===== config.mk =====
export PLATFORM = sky130hd
export DESIGN_NAME = carry_resolve_out
export DESIGN_NICKNAME = d
export VERILOG_FILES = /design/src/rtl/carry_resolve_out.sv
export SDC_FILE = /design/constraint.sdc
export NUM_CORES = 1
export LEC_CHECK = 0
export ABC_AREA = 1
export CAP_MARGIN = 10
export CORE_MARGIN = 2
export CORE_UTILIZATION = 28
export CTS_CLUSTER_DIAMETER = 30
export DETAILED_ROUTE_END_ITERATION = 6
export GPL_TIMING_DRIVEN = 0
export HOLD_SLACK_MARGIN = 0.05
export PLACE_DENSITY_LB_ADDON = 0.15
export SLEW_MARGIN = 20
export SYNTH_ARGS = -nofsm -noshare
export SYNTH_HDL_FRONTEND = slang
export SYNTH_SLANG_ARGS = --single-unit

===== constraint.sdc =====
create_clock -name clk -period 4.35 [get_ports clk]
set_input_delay 1.0875 -clock clk [delete_from_list [all_inputs] [get_ports clk]]
set_output_delay 1.0875 -clock clk [all_outputs]
set_load 0.01 [all_outputs]

===== src/rtl/carry_resolve_out.sv =====
// Carry resolver for the final bitstream stage: holds one byte plus a run of 0xFF bytes,
// folds incoming carries into them and emits resolved bytes one per cycle over valid/ready.
module carry_resolve_out #(
  parameter int unsigned OUTPUT_DATA_WIDTH = 8,
  parameter int unsigned INPUT_DATA_WIDTH  = 16,
  parameter int unsigned LANES             = 2,
  parameter int unsigned RUN_WIDTH         = 16
) (
  input  logic                                clk,
  input  logic                                reset,
  input  logic                                in_valid,
  output logic                                in_ready,
  input  logic [$clog2(LANES+1)-1:0]          in_count,
  input  logic [LANES*INPUT_DATA_WIDTH-1:0]   in_bitstream,
  input  logic                                flush,
  output logic                                out_valid,
  input  logic                                out_ready,
  output logic [OUTPUT_DATA_WIDTH-1:0]        out_bitstream,
  output logic                                out_last,
  output logic                                flush_done,
  output logic                                err_overflow,
  output logic                                pending_valid,
  output logic [RUN_WIDTH-1:0]                run_count
);

  localparam int unsigned B  = OUTPUT_DATA_WIDTH;
  localparam int unsigned IW = INPUT_DATA_WIDTH;
  localparam int unsigned CW = $clog2(LANES + 1);
  localparam int unsigned LW = (LANES > 1) ? $clog2(LANES) : 1;

  typedef enum logic [2:0] {
    IDLE,
    LANE,
    EMIT,
    FLUSH_EMIT,
    FLUSH_DONE
  } state_e;

  state_e                   state_q, state_d;
  logic [LANES-1:0][IW-1:0] lanes_q, lanes_d;
  logic [CW-1:0]            lane_cnt_q, lane_cnt_d;
  logic [CW-1:0]            lane_idx_q, lane_idx_d;
  logic                     flush_pend_q, flush_pend_d;
  logic [B-1:0]             pend_q, pend_d;
  logic                     pv_q, pv_d;
  logic [RUN_WIDTH-1:0]     run_q, run_d;
  logic                     err_q, err_d;
  logic [RUN_WIDTH-1:0]     fill_cnt_q, fill_cnt_d;
  logic [B-1:0]             fill_val_q, fill_val_d;
  logic                     out_valid_q, out_valid_d;
  logic [B-1:0]             out_byte_q, out_byte_d;
  logic                     out_last_q, out_last_d;
  logic                     flush_done_q, flush_done_d;
  logic                     in_ready_q, in_ready_d;

  logic [IW-1:0]            word_c;
  logic                     carry_c;
  logic [B-1:0]             byte_c;
  logic                     byte_ff_c;
  logic                     carry_bad_c;
  logic                     head_v_c;
  logic [B-1:0]             head_c;
  logic [RUN_WIDTH-1:0]     fill_n_c;
  logic [B-1:0]             fill_v_c;
  logic                     route_c;
  logic                     start_flush_c;

  // State and datapath registers
  always_ff @(posedge clk or negedge reset) begin
    if (!reset) begin
      state_q      <= IDLE;
      lanes_q      <= '0;
      lane_cnt_q   <= '0;
      lane_idx_q   <= '0;
      flush_pend_q <= 1'b0;
      pend_q       <= '0;
      pv_q         <= 1'b0;
      run_q        <= '0;
      err_q        <= 1'b0;
      fill_cnt_q   <= '0;
      fill_val_q   <= '0;
      out_valid_q  <= 1'b0;
      out_byte_q   <= '0;
      out_last_q   <= 1'b0;
      flush_done_q <= 1'b0;
      in_ready_q   <= 1'b0;
    end else begin
      state_q      <= state_d;
      lanes_q      <= lanes_d;
      lane_cnt_q   <= lane_cnt_d;
      lane_idx_q   <= lane_idx_d;
      flush_pend_q <= flush_pend_d;
      pend_q       <= pend_d;
      pv_q         <= pv_d;
      run_q        <= run_d;
      err_q        <= err_d;
      fill_cnt_q   <= fill_cnt_d;
      fill_val_q   <= fill_val_d;
      out_valid_q  <= out_valid_d;
      out_byte_q   <= out_byte_d;
      out_last_q   <= out_last_d;
      flush_done_q <= flush_done_d;
      in_ready_q   <= in_ready_d;
    end
  end

  // Next-state, carry resolution and output scheduling
  always_comb begin
    state_d       = state_q;
    lanes_d       = lanes_q;
    lane_cnt_d    = lane_cnt_q;
    lane_idx_d    = lane_idx_q;
    flush_pend_d  = flush_pend_q;
    pend_d        = pend_q;
    pv_d          = pv_q;
    run_d         = run_q;
    err_d         = err_q;
    fill_cnt_d    = fill_cnt_q;
    fill_val_d    = fill_val_q;
    out_valid_d   = out_valid_q;
    out_byte_d    = out_byte_q;
    out_last_d    = out_last_q;
    route_c       = 1'b0;
    start_flush_c = 1'b0;
    head_v_c      = 1'b0;
    head_c        = pend_q;
    fill_n_c      = '0;
    fill_v_c      = '1;

    word_c      = lanes_q[LW'(lane_idx_q)];
    carry_c     = |word_c[IW-1:B];
    byte_c      = word_c[B-1:0];
    byte_ff_c   = &byte_c;
    carry_bad_c = !pv_q || (&pend_q);

    unique case (state_q)
      IDLE: begin
        if (in_valid && (in_count != '0)) begin
          lanes_d      = in_bitstream;
          lane_cnt_d   = (in_count > CW'(LANES)) ? CW'(LANES) : in_count;
          lane_idx_d   = '0;
          flush_pend_d = flush;
          state_d      = LANE;
        end else if (flush) begin
          start_flush_c = 1'b1;
        end
      end

      LANE: begin
        lane_idx_d = lane_idx_q + CW'(1);
        if (!carry_c) begin
          if (!byte_ff_c) begin
            head_v_c = pv_q;
            head_c   = pend_q;
            fill_n_c = run_q;
            fill_v_c = '1;
            pend_d   = byte_c;
            pv_d     = 1'b1;
            run_d    = '0;
          end else if (!pv_q) begin
            pend_d = '1;
            pv_d   = 1'b1;
          end else if (&run_q) begin
            err_d = 1'b1;
          end else begin
            run_d = run_q + RUN_WIDTH'(1);
          end
        end else begin
          // A carry into nothing or into 0xFF cannot be represented in the held byte
          if (carry_bad_c) err_d = 1'b1;
          head_c   = pend_q + B'(1);
          fill_v_c = '0;
          if (!byte_ff_c) begin
            head_v_c = !carry_bad_c;
            fill_n_c = run_q;
            pend_d   = byte_c;
            pv_d     = 1'b1;
            run_d    = '0;
          end else if (run_q == '0) begin
            pend_d = pend_q + B'(1);
            pv_d   = 1'b1;
            run_d  = RUN_WIDTH'(1);
          end else begin
            head_v_c = !carry_bad_c;
            fill_n_c = run_q - RUN_WIDTH'(1);
            pend_d   = '0;
            pv_d     = 1'b1;
            run_d    = RUN_WIDTH'(1);
          end
        end

        if (head_v_c || (fill_n_c != '0)) begin
          state_d     = EMIT;
          out_valid_d = 1'b1;
          out_last_d  = 1'b0;
          fill_val_d  = fill_v_c;
          if (head_v_c) begin
            out_byte_d = head_c;
            fill_cnt_d = fill_n_c;
          end else begin
            out_byte_d = fill_v_c;
            fill_cnt_d = fill_n_c - RUN_WIDTH'(1);
          end
        end else begin
          route_c = 1'b1;
        end
      end

      EMIT: begin
        if (out_ready) begin
          if (fill_cnt_q != '0) begin
            out_byte_d = fill_val_q;
            fill_cnt_d = fill_cnt_q - RUN_WIDTH'(1);
          end else begin
            out_valid_d = 1'b0;
            route_c     = 1'b1;
          end
        end
      end

      FLUSH_EMIT: begin
        if (out_ready) begin
          if (fill_cnt_q != '0) begin
            out_byte_d = '1;
            fill_cnt_d = fill_cnt_q - RUN_WIDTH'(1);
            out_last_d = (fill_cnt_q == RUN_WIDTH'(1));
          end else begin
            out_valid_d = 1'b0;
            out_last_d  = 1'b0;
            pend_d      = '0;
            pv_d        = 1'b0;
            run_d       = '0;
            state_d     = FLUSH_DONE;
          end
        end
      end

      FLUSH_DONE: state_d = IDLE;

      default: state_d = IDLE;
    endcase

    // After a lane finishes (with or without emission): next lane, deferred flush, or idle
    if (route_c) begin
      if (lane_idx_d < lane_cnt_q) begin
        state_d = LANE;
      end else if (flush_pend_q) begin
        start_flush_c = 1'b1;
      end else begin
        state_d = IDLE;
      end
    end

    if (start_flush_c) begin
      flush_pend_d = 1'b0;
      if (pv_d) begin
        state_d     = FLUSH_EMIT;
        out_valid_d = 1'b1;
        out_byte_d  = pend_d;
        fill_cnt_d  = run_d;
        fill_val_d  = '1;
        out_last_d  = (run_d == '0);
      end else begin
        state_d = FLUSH_DONE;
      end
    end

    in_ready_d   = (state_d == IDLE);
    flush_done_d = (state_d == FLUSH_DONE);
  end

  assign in_ready      = in_ready_q;
  assign out_valid     = out_valid_q;
  assign out_bitstream = out_byte_q;
  assign out_last      = out_last_q;
  assign flush_done    = flush_done_q;
  assign err_overflow  = err_q;
  assign pending_valid = pv_q;
  assign run_count     = run_q;

endmodule


==> results of run 1 <==
[registers in the layout, summed over array words and instances, names as in the netlist, 2 cells and up]
signal         cells
lane_cnt_q         2
lane_idx_q         2
pend_q             8
run_count         16
fill_val_q         8
state_q            3
fill_cnt_q        16
lanes_q           32
out_bitstream      8
[worst max-delay path, delay by kind of cell]
kind	cells	cell delay [ns]
AO/OA/AOI/OAI	1	0.42
buffers and inverters	2	1.24
AND/OR/NAND/NOR	9	1.68
[cell families after synthesis]
kind of cell             share of synthesized area, %
buffers and inverters                            9.82
AND/OR/NAND/NOR                                  39.9
flip-flops                                       33.4
adder cells (fa/ha/maj)                          1.47
AO/OA/AOI/OAI                                    12.5
XOR/XNOR                                         2.87
[layer usage]
layer / part of all wire, % / track usage, % / up-vias / wire length [µm]
met2: 48 / 33.6 / 204 / 12900
li1: - / - / 3980 / -
met5: 0 / 0 / - / 0
met4: 1.7 / 5.28 / 0 / 461
met1: 46 / 25.9 / 3729 / 12500
met3: 4.3 / 2.01 / 32 / 1150
[cells in the mapped netlist, types with 8 or more instances]
cell type	number
xor2_1	22
nand4_1	13
buf_2	13
o211ai_1	8
ha_1	9
or2_2	8
nor3_1	26
o21ai_0	91
a21oi_1	34
o21ai_1	9
nand3_1	80
nor2_1	146
nand2_1	404
dfrtp_1	102
clkbuf_1	17
inv_1	134
[cells in the final DEF (no fill, tap or decap), drive strengths merged, types with 26 or more instances in the layout]
cell,count
nor3,27
clkbuf,26
nor2,160
inv,140
nand3,84
nand2,415
dfrtp,102
o21ai,102
clkdlybuf4s50,67
a21oi,35
[worst max path at each step]
stage,from,endpoint,slack [ns]
finish,out_ready,out_last$_DFF_PN0_,0.23
global route,out_ready,out_last$_DFF_PN0_,0.05
CTS,state_q[2]$_DFF_PN0_,out_last$_DFF_PN0_,0.02
detailed placement,out_ready,out_last$_DFF_PN0_,-0.22
global placement,reset,in_ready$_DFF_PN0_,-2.29
floorplan,in_count[0],fill_val_q[0]$_DFF_PN0_,1.33
[per-stage QoR]
| stage | util, % | TNS (ns) | total power, mW | instance area, µm² | setup slack (ns) |
|---|---|---|---|---|---|
| after floorplan | - | 0 | 3.58 | 7640 | 1.33 |
| after global placement | 32.6 | -232.55 | 4.51 | 8750 | -2.29 |
| after detailed placement | 32.7 | -0.224 | 4.52 | 8780 | -0.224 |
| after CTS | 33.8 | 0 | 5.44 | 9090 | 0.0235 |
| after global routing | 33.8 | 0 | 5.94 | 9090 | 0.0487 |
| final | 33.8 | 0 | 5.39 | 9090 | 0.230 |
[cell type report]
class,count,area (µm²)
fill,3026,17800
multi-input combinational,918,4340
sequential,102,2550
timing repair buffer,69,709
inverter,142,539
tap,341,427
clock buffer,9,225
buffer,39,211
clock inverter,7,88.8
[where the power goes]
group          total (mW)  switching (mW)  leakage [nW]  internal, mW
sequential           1.64           0.314          1.28          1.32
combinational        2.87            1.87          3.02         0.999
clock               0.888           0.469         0.152         0.418
total                5.39            2.65          4.46          2.74
[what timing repair did]
action	in CTS	in global routing
endpoints found under the setup margin	0	1
resized for setup	0	2
hold buffers	0	0
hold endpoints to repair	0	0
==> run_results.csv, run 1 <==
group,metric,value,unit
run_status,status,"complete, no violations",
die,row_count,60,
worst_hold_path,min_to,"lane_idx_q[1]$_DFF_PN0_",
worst_setup_path,crit_top_cell,"nor2_1",
yosys,synthDominantCellAreaShare,33.4,%
yosys,yosysSeqAreaShare,33.4,%
finish,layout-drive-gt1-share,6.69,%
yosys,synthFlopType,"dfrtp_1",
yosys,synthArstFlopShare,100,%
cts,path_clk_slew,0.09,ns
global_routing,grt_pass1_wl,43100,µm
detailed_routing,vias,7945,
die,dieArea,28600,µm²
timing,finalHoldViolCount,0,
cts,h-tree-depth,3,
yosys,ys_types,50,
yosys,syn_nets,1249,
worst_setup_path,crit_path_cell_trace,"clkdlybuf4s50_1, nand2_1, nor2_1, nor2_1, nor2_1, clkbuf_1, o21ai_0, nor2_1, nand3_1, nor3_1, nand2_1, nand2_1",
timing,whs,0.476,ns
cts,cts_buffers,9,
placed_design,dp_cells,1611,
detailed_routing,wl,27000,µm
worst_setup_path,start_kind,"primary input",
timing,setup_viol,0,
die,die_w,169,µm
worst_setup_path,max_stage_delay,0.62,ns
yosys,yosysWarnings,0,
placed_design,gp_congestion,0.874,
finish,synthToLayoutAreaGrowth,19.0,%
finish,final_nets,1329,
yosys,syn_avg_cell_area,6.36,µm²
worst_setup_path,reg2reg_setup_slack,0.39,ns
flow_run,max_cap_viol_count,0,
worst_setup_path,r2r-end,"out_last$_DFF_PN0_",
detailed_routing,first_pass_iters,6,
power,leakagePower,4.46,nW
worst_setup_path,cp_slowest_cell,"clkdlybuf4s50_1",
cts,post-cts-setup-buffers,0,
cts,clock-sinks,102,
timing,fin_skew,0.0144,ns
worst_setup_path,path_max_fanout,10,
worst_hold_path,hold_class,"register to register",
detailed_routing,drc_errors,0,
die,initial_core_util,28.4,%
timing,drv_slew,0,
worst_setup_path,r2r_cells,13,
yosys,synthCells,1201,
worst_hold_path,hold_depth,1,
placed_design,port_buffers,68,
power,peakVddDrop,0.000207,V
finish,antenna_cells,0,
worst_setup_path,cp.required,4.67,ns
cts,cts_tree,"done",
timing,fin_crit,4.12,ns
power,powerDensity,593,nW/µm²
finish,instances_no_fill,1627,
die,io-pin-count,69,
yosys,yosysTopAreaCell,"dfrtp_1",
detailed_routing,antenna_left,0,
die,die-height,169,µm
global_routing,grt_pass1_vias,7729,
cts,cts_buffer_depth,2,
global_routing,grt_overflow,0,
cts,worstSkewPairLatency,0.37,ns
yosys,synth_edf_count,0,
worst_hold_path,hold_start,"lane_idx_q[1]$_DFF_PN0_",
yosys,syn_area,7640,µm²
worst_setup_path,cp_data_arrival_time,4.44,ns
detailed_routing,viasPerCell,4.88,
global_routing,antenna_found_initial,0,
detailed_routing,wl_per_cell,16.6,µm
global_routing,grt_max_degree,63,
global_routing,grt_usage,19.4,%
die,core,26900,µm²
timing,max_freq,0.243,GHz
yosys,synth_area_leaders,"dfrtp_1 (33%), nand2_1 (20%), nor2_1 (7.2%), inv_1 (6.6%), o21ai_0 (6.0%)",
timing,rsz0062_at_grt,"no",
worst_setup_path,r2r-start,"state_q[2]$_DFF_PN0_",
placed_design,dp_hpwl,20900,µm
timing,post-route-period-util,94.7,%
worst_setup_path,crit_path_end_kind,"register",
timing,worst_slew_pin_slew,0.815,ns
worst_setup_path,crit_type,"primary input to register",
detailed_routing,drt_iter0_drc,520,
yosys,synth-seq-cells,102,
cts,cts_root_buf,"clkbuf_16",
timing,max_slew_margin,45.1,%
No activity file was read; power rests on OpenSTA's default activity.
==> run 2: changes to the inputs <==
==> constraint.sdc (replaced) <==
create_clock -name clk -period 4.35 [get_ports clk]
set_input_delay 1.0875 -clock clk [delete_from_list [all_inputs] [get_ports clk]]
set_output_delay 1.0875 -clock clk [all_outputs]
set_load 0.005 [all_outputs]
==> results of run 2 <==
Same layout as run 1 (identical final DEF). Status: complete, no violations.
Among the figures that moved: total power 5.39 mW -> 5.37 mW
